**config.mk**
```make
export PLATFORM = sky130hd
export DESIGN_NAME = alu_issue_ctrl
export DESIGN_NICKNAME = d
export VERILOG_FILES = /design/src/rtl/alu_issue_ctrl.sv
export SDC_FILE = /design/constraint.sdc
export NUM_CORES = 1
export LEC_CHECK = 0
export CAP_MARGIN = 20
export CORE_UTILIZATION = 40
export DETAILED_ROUTE_END_ITERATION = 8
export GPL_TIMING_DRIVEN = 0
export HOLD_SLACK_MARGIN = 0.02
export PLACE_DENSITY = 0.74
export SLEW_MARGIN = 5
export SYNTH_ARGS = -nofsm -noshare
export SYNTH_HDL_FRONTEND = slang
export SYNTH_SLANG_ARGS = --single-unit
```
**constraint.sdc**
```tcl
create_clock -name clk -period 2.25 [get_ports clk]
set_input_delay 0.225 -clock clk [delete_from_list [all_inputs] [get_ports clk]]
set_output_delay 0.225 -clock clk [all_outputs]
set_load 0.02 [all_outputs]
```
**src/rtl/alu_issue_ctrl.sv**
```systemverilog
// Issue sequencer for the 4-bit ALU: reads operands from a 4-entry register file,
// drives the ALU, then writes the result back and updates the {Z,N,C,V} flags.
module alu_issue_ctrl #(
  parameter int          NUM_REGS    = 4,
  parameter int          EXEC_WAIT   = 1,
  parameter logic [3:0]  RESET_FLAGS = 4'b0000
) (
  input  logic       clk,
  input  logic       rst_n,
  input  logic       instr_valid,
  output logic       instr_ready,
  input  logic [7:0] instr,
  input  logic       ld_en,
  input  logic [1:0] ld_addr,
  input  logic [3:0] ld_data,
  output logic [3:0] alu_a,
  output logic [3:0] alu_b,
  output logic [3:0] alu_op,
  input  logic [3:0] alu_c,
  input  logic [3:0] alu_cond,
  output logic [3:0] flags,
  output logic       done,
  output logic       illegal,
  input  logic [1:0] rf_addr,
  output logic [3:0] rf_data
);

  localparam int CW = (EXEC_WAIT > 1) ? $clog2(EXEC_WAIT) : 1;
  localparam logic [CW-1:0] WAIT_LOAD = CW'(EXEC_WAIT - 1);

  typedef enum logic [2:0] {
    IDLE = 3'd0,
    READ = 3'd1,
    EXEC = 3'd2,
    WB   = 3'd3,
    REJ  = 3'd4
  } state_t;

  state_t          state_r;
  state_t          state_nxt_s;
  logic [7:0]      instr_r;
  logic [CW-1:0]   wait_cnt_r;
  logic [3:0]      regs_r [NUM_REGS];
  logic [3:0]      op_s;
  logic [1:0]      rd_s;
  logic [1:0]      rs_s;
  logic            accept_s;
  logic            in_illegal_s;
  logic [1:0]      cv_nxt_s;

  assign op_s         = instr_r[7:4];
  assign rd_s         = instr_r[3:2];
  assign rs_s         = instr_r[1:0];
  assign instr_ready  = (state_r == IDLE);
  assign accept_s     = instr_valid && (state_r == IDLE);
  assign in_illegal_s = (instr[7:4] == 4'b1000) || (instr[7:4] == 4'b1111);
  assign rf_data      = regs_r[rf_addr];

  // Next-state decode
  always_comb begin
    state_nxt_s = state_r;
    case (state_r)
      IDLE: begin
        if (accept_s) begin
          if (in_illegal_s) begin
            state_nxt_s = REJ;
          end else begin
            state_nxt_s = READ;
          end
        end else begin
          state_nxt_s = IDLE;
        end
      end
      READ: state_nxt_s = EXEC;
      EXEC: begin
        if (wait_cnt_r == {CW{1'b0}}) begin
          state_nxt_s = WB;
        end else begin
          state_nxt_s = EXEC;
        end
      end
      WB:      state_nxt_s = IDLE;
      REJ:     state_nxt_s = IDLE;
      default: state_nxt_s = IDLE;
    endcase
  end

  // Only ADD/SUB update carry and overflow
  always_comb begin
    cv_nxt_s = flags[1:0];
    if ((op_s == 4'b0001) || (op_s == 4'b0010)) begin
      cv_nxt_s = alu_cond[1:0];
    end else begin
      cv_nxt_s = flags[1:0];
    end
  end

  // State, latched instruction and exec wait counter
  always_ff @(posedge clk or negedge rst_n) begin
    if (!rst_n) begin
      state_r    <= IDLE;
      instr_r    <= 8'h00;
      wait_cnt_r <= {CW{1'b0}};
    end else begin
      state_r <= state_nxt_s;
      if (accept_s) begin
        instr_r <= instr;
      end
      if (state_r == READ) begin
        wait_cnt_r <= WAIT_LOAD;
      end else if ((state_r == EXEC) && (wait_cnt_r != {CW{1'b0}})) begin
        wait_cnt_r <= wait_cnt_r - {{(CW-1){1'b0}}, 1'b1};
      end
    end
  end

  // ALU drive: operands captured at the end of READ, held until back in IDLE
  always_ff @(posedge clk or negedge rst_n) begin
    if (!rst_n) begin
      alu_a   <= 4'h0;
      alu_b   <= 4'h0;
      alu_op  <= 4'h0;
      done    <= 1'b0;
      illegal <= 1'b0;
    end else begin
      done    <= (state_nxt_s == WB) && (state_r != WB);
      illegal <= (state_nxt_s == REJ) && (state_r != REJ);
      if (state_r == READ) begin
        alu_a  <= regs_r[rd_s];
        alu_b  <= regs_r[rs_s];
        alu_op <= op_s;
      end else if (state_nxt_s == IDLE) begin
        alu_a  <= 4'h0;
        alu_b  <= 4'h0;
        alu_op <= 4'h0;
      end
    end
  end

  // Register file: write-back has priority over the load port on the same entry
  always_ff @(posedge clk or negedge rst_n) begin
    if (!rst_n) begin
      for (int i = 0; i < NUM_REGS; i++) begin
        regs_r[i] <= 4'h0;
      end
    end else begin
      for (int i = 0; i < NUM_REGS; i++) begin
        if ((state_r == WB) && (rd_s == 2'(i))) begin
          regs_r[i] <= alu_c;
        end else if (ld_en && (ld_addr == 2'(i))) begin
          regs_r[i] <= ld_data;
        end
      end
    end
  end

  // Flags register
  always_ff @(posedge clk or negedge rst_n) begin
    if (!rst_n) begin
      flags <= RESET_FLAGS;
    end else if (state_r == WB) begin
      flags <= {alu_cond[3:2], cv_nxt_s};
    end
  end

endmodule
```
==> impl_metrics.csv <==
group,metric,value,unit
worst_hold_path,worst_hold_path_type,"input port to async pin",
critical_path,crit_fanout,7,
outcome,run_status,"finished clean",
power_and_ir_drop,power_frac_clock,0.129,
power_and_ir_drop,internal_power,2.49,mW
global_route,grt_pass1_vias,1578,
power_and_ir_drop,share_comb_of_total_power,0.476,
sta,period_share,0.892,
critical_path,timing.critical_path.arrival,1780,ps
routing,drt_wl_total,4610,um
routing,num_vias,1490,
routing,drc,0,
critical_path,worstSetupStartpointType,"register",
sta,setup_total_negative_slack,0,ps
cts,tritoncts_clock_tree,"yes",
sta,finalWorstPathRequiredPeriod,2010,ps
power_and_ir_drop,net-switching-power,1.34,mW
routing,routedWlPerCell,16.3,um
cts,cts_max_level,2,
synth,ys_ff_latch,46,
synth,synth_cells,153,
sta,slew_headroom,0.511,
final_layout,filler_cell_count,442,
synth,synth-seq-area-share,0.513,
routing,drt_pass1_iterations,4,
final_layout,fin_cells,282,
synth,post_synth_instance_area,2240,sq um
synth,ys_async_sr_fraction,1.00,
critical_path,worst-path-buf-inv,1,
die,io-pin-count,51,
synth,synth_warnings,0,
global_route,grt_util_all_layers,0.174,
die,num_rows,26,
global_route,grt_max_degree,28,
placed_design,place.port_buffers,50,
sta,worst_clock_skew,9.32,ps
routing,ant_nets,0,
sta,rsz0062_at_grt,"no",
sta,slew_viol_final,0,
sta,timing.final.setup_violations,0,
sta,fmax,0.498,GHz
critical_path,timing.reg2reg.setup_slack,590,ps
final_layout,multi_input_area,1070,sq um
placed_design,hpwl,3600,um
cts,clock-sinks,46,
placed_design,place.detailed.instances,274,
critical_path,worstPathCellList,"nor3_1 -> clkdlybuf4s50_1",
final_layout,seq_area,1150,sq um
final_layout,areaGrowthSynthToFinish,31.0,%
final_layout,insertedDiodeCount,0,
run,cap_violations,0,
routing,detailedRoute.firstIterationViolations,93,
die,die-area,5910,sq um
power_and_ir_drop,switching_portion_of_total_power,0.349,
die,initial_utilization,0.428,
power_and_ir_drop,cellPowerDensity,1300,nW/um^2
synth,syn-num-nets,181,
power_and_ir_drop,p_seq_frac,0.395,
critical_path,worstSetupPathType,"register to primary output",
power_and_ir_drop,irDropWorstVdd,0.000441,V
power_and_ir_drop,cellLeakagePower,1.21,nW
global_route,grt_overflow,0,
critical_path,slowest_stage,"clkdlybuf4s50_1",
placed_design,routabilityCongestion,0.754,
critical_path,endpoint_kind,"primary output",
sta,tightestPinTransition,732,ps
synth,synth_cell_type_count,27,
critical_path,cp_delay_by_family_top,"buffers and inverters",
cts,cts.clk_slew.worst_paths,90,ps
global_route,first_pass_grt_wire_length,7880,um
synth,synth_top_flop_cell,"dfrtp_1",
sta,finalHoldViolCount,0,
final_layout,design.final.nets,240,
synth,syn-mean-instance-area,14.7,sq um
die,fp.dieW,76.9,um
global_route,antenna_found_initial,0,
cts,cts_buffers,5,
critical_path,required,2030,ps
cts,clock_insertion_delay_worst_skew,300,ps
die,die_height,76.9,um
routing,post_drt_via_cell_ratio,5.28,
die,core_area,5240,sq um
synth,number_of_flops_mapped_to_enable_cells_by_yosys,0,
cts,postCtsSetupRepairBufs,0,
cts,clockRootBuffer,"clkbuf_8",
cts,cts_max_path_buffers,2,
final_layout,fraction_of_layout_cells_with_a_size_suffix_above_1,0.302,
critical_path,critPathMaxStageDelay,670,ps
## power by group through the flow
stage / sequential [mW] / combinational [mW] / clock, mW
floorplan: 1.56 / 1.16 / 0
global placement: 1.51 / 1.79 / 0
detailed placement: 1.53 / 1.83 / 0
CTS: 1.51 / 1.84 / 0.502
global route: 1.57 / 1.97 / 0.529
finish: 1.51 / 1.82 / 0.493
## synthesized netlist by cell type (2+ instances only)
cell / n / share of area
a22o_1: 12 / 0.047
mux4_2: 12 / 0.12
mux2i_1: 2 / 0.0089
xnor2_1: 2 / 0.0078
nand2_1: 7 / 0.012
nand3_1: 2 / 0.0045
dfrtp_1: 46 / 0.51
nor3b_1: 2 / 0.0067
nand3b_1: 4 / 0.013
mux2_4: 2 / 0.013
a21oi_1: 2 / 0.0045
nor3_1: 3 / 0.0067
nor4_1: 2 / 0.0056
nor2_1: 4 / 0.0067
clkbuf_1: 3 / 0.0050
mux2_2: 36 / 0.18
buf_2: 2 / 0.0045
## cell families (layout without fill, tap and decap cells)
logic type | after synthesis | count (layout) | share of synthesized area
AO/OA/AOI/OAI | 16 | 16 | 0.0569
XOR/XNOR | 2 | 2 | 0.00781
buffers and inverters | 5 | 64 | 0.00948
flip-flops | 46 | 46 | 0.513
multiplexers | 52 | 52 | 0.323
AND/OR/NAND/NOR | 32 | 32 | 0.0892
## placed cells by master, fill, tap and decap left out
cell type / n
and3b_2: 1
clkdlybuf4s50_1: 48
nand3_1: 2
dlygate4sd3_1: 1
nand2_1: 7
nor2b_1: 1
buf_12: 1
nor4b_1: 1
buf_2: 3
mux2i_1: 2
mux2_2: 36
or3_2: 1
clkinvlp_4: 1
and2_1: 1
a21oi_1: 2
nand3b_1: 4
mux2_4: 2
o21ai_0: 1
clkbuf_1: 4
nor4_1: 2
nor2_1: 4
clkbuf_8: 5
nand3b_4: 1
a22o_1: 12
or4_4: 1
a21o_1: 1
dfrtp_1: 46
mux4_2: 12
nor3_1: 3
xnor2_1: 2
dlymetal6s2s_1: 1
nor3b_1: 2
and3_1: 1
## cell type report
class | count | area share
multi-input cells | 102 | 0.364
plain buffers | 5 | 0.00724
repair buffers | 52 | 0.180
flip-flops and latches | 46 | 0.392
clock inverters | 1 | 0.00255
clock buffers | 6 | 0.0247
well taps | 70 | 0.0298
## registers in the layout, indices dropped and copies added, names as in the netlist
signal	flops
alu_b	4
regs_r	16
instr_r	8
alu_a	4
state_r	3
done	1
illegal	1
wait_cnt_r	1
flags	4
alu_op	4
## metal layers
metal	track usage	up-vias	part of all wire	routed length [um]
met2	0.284	40	0.50	2280
met4	0.0673	0	0.015	69
met3	0.0369	7	0.034	155
met1	0.225	730	0.46	2100
li1	-	713	-	-
met5	0	-	0	0
## path summary, 6_finish.rpt
path	from	depth (start not counted)	end
setup / recovery	state_r[0]	2	instr_ready
hold / removal	rst_n	2	flags[2]
setup reg to reg	state_r[0]	4	instr_r[2]
hold reg to reg	wait_cnt_r	1	done
max in group asynchronous	rst_n	3	alu_a[2]
min in group clk	wait_cnt_r	1	done
## per-stage QoR
| step | cell area [sq um] | hold slack, ps | utilization | setup WS (ps) | power (mW) |
|---|---|---|---|---|---|
| global route | 2940 | 453 | 0.561 | 124 | 4.06 |
| global placement | 2830 | 437 | 0.541 | -300 | 3.30 |
| finish | 2940 | 415 | 0.561 | 243 | 3.83 |
| floorplan | 2240 | -70.6 | - | 387 | 2.72 |
| CTS | 2940 | 425 | 0.561 | 36.2 | 3.85 |
| detailed placement | 2850 | 218 | 0.543 | 37.8 | 3.36 |
## what timing repair did
item / in CTS / in global routing
setup endpoints to repair: 0 / 2
hold buffers: 1 / 0
resized for setup: 0 / 1
endpoints found under the hold margin: 19 / 0
Power figures use the tool's default switching activity.
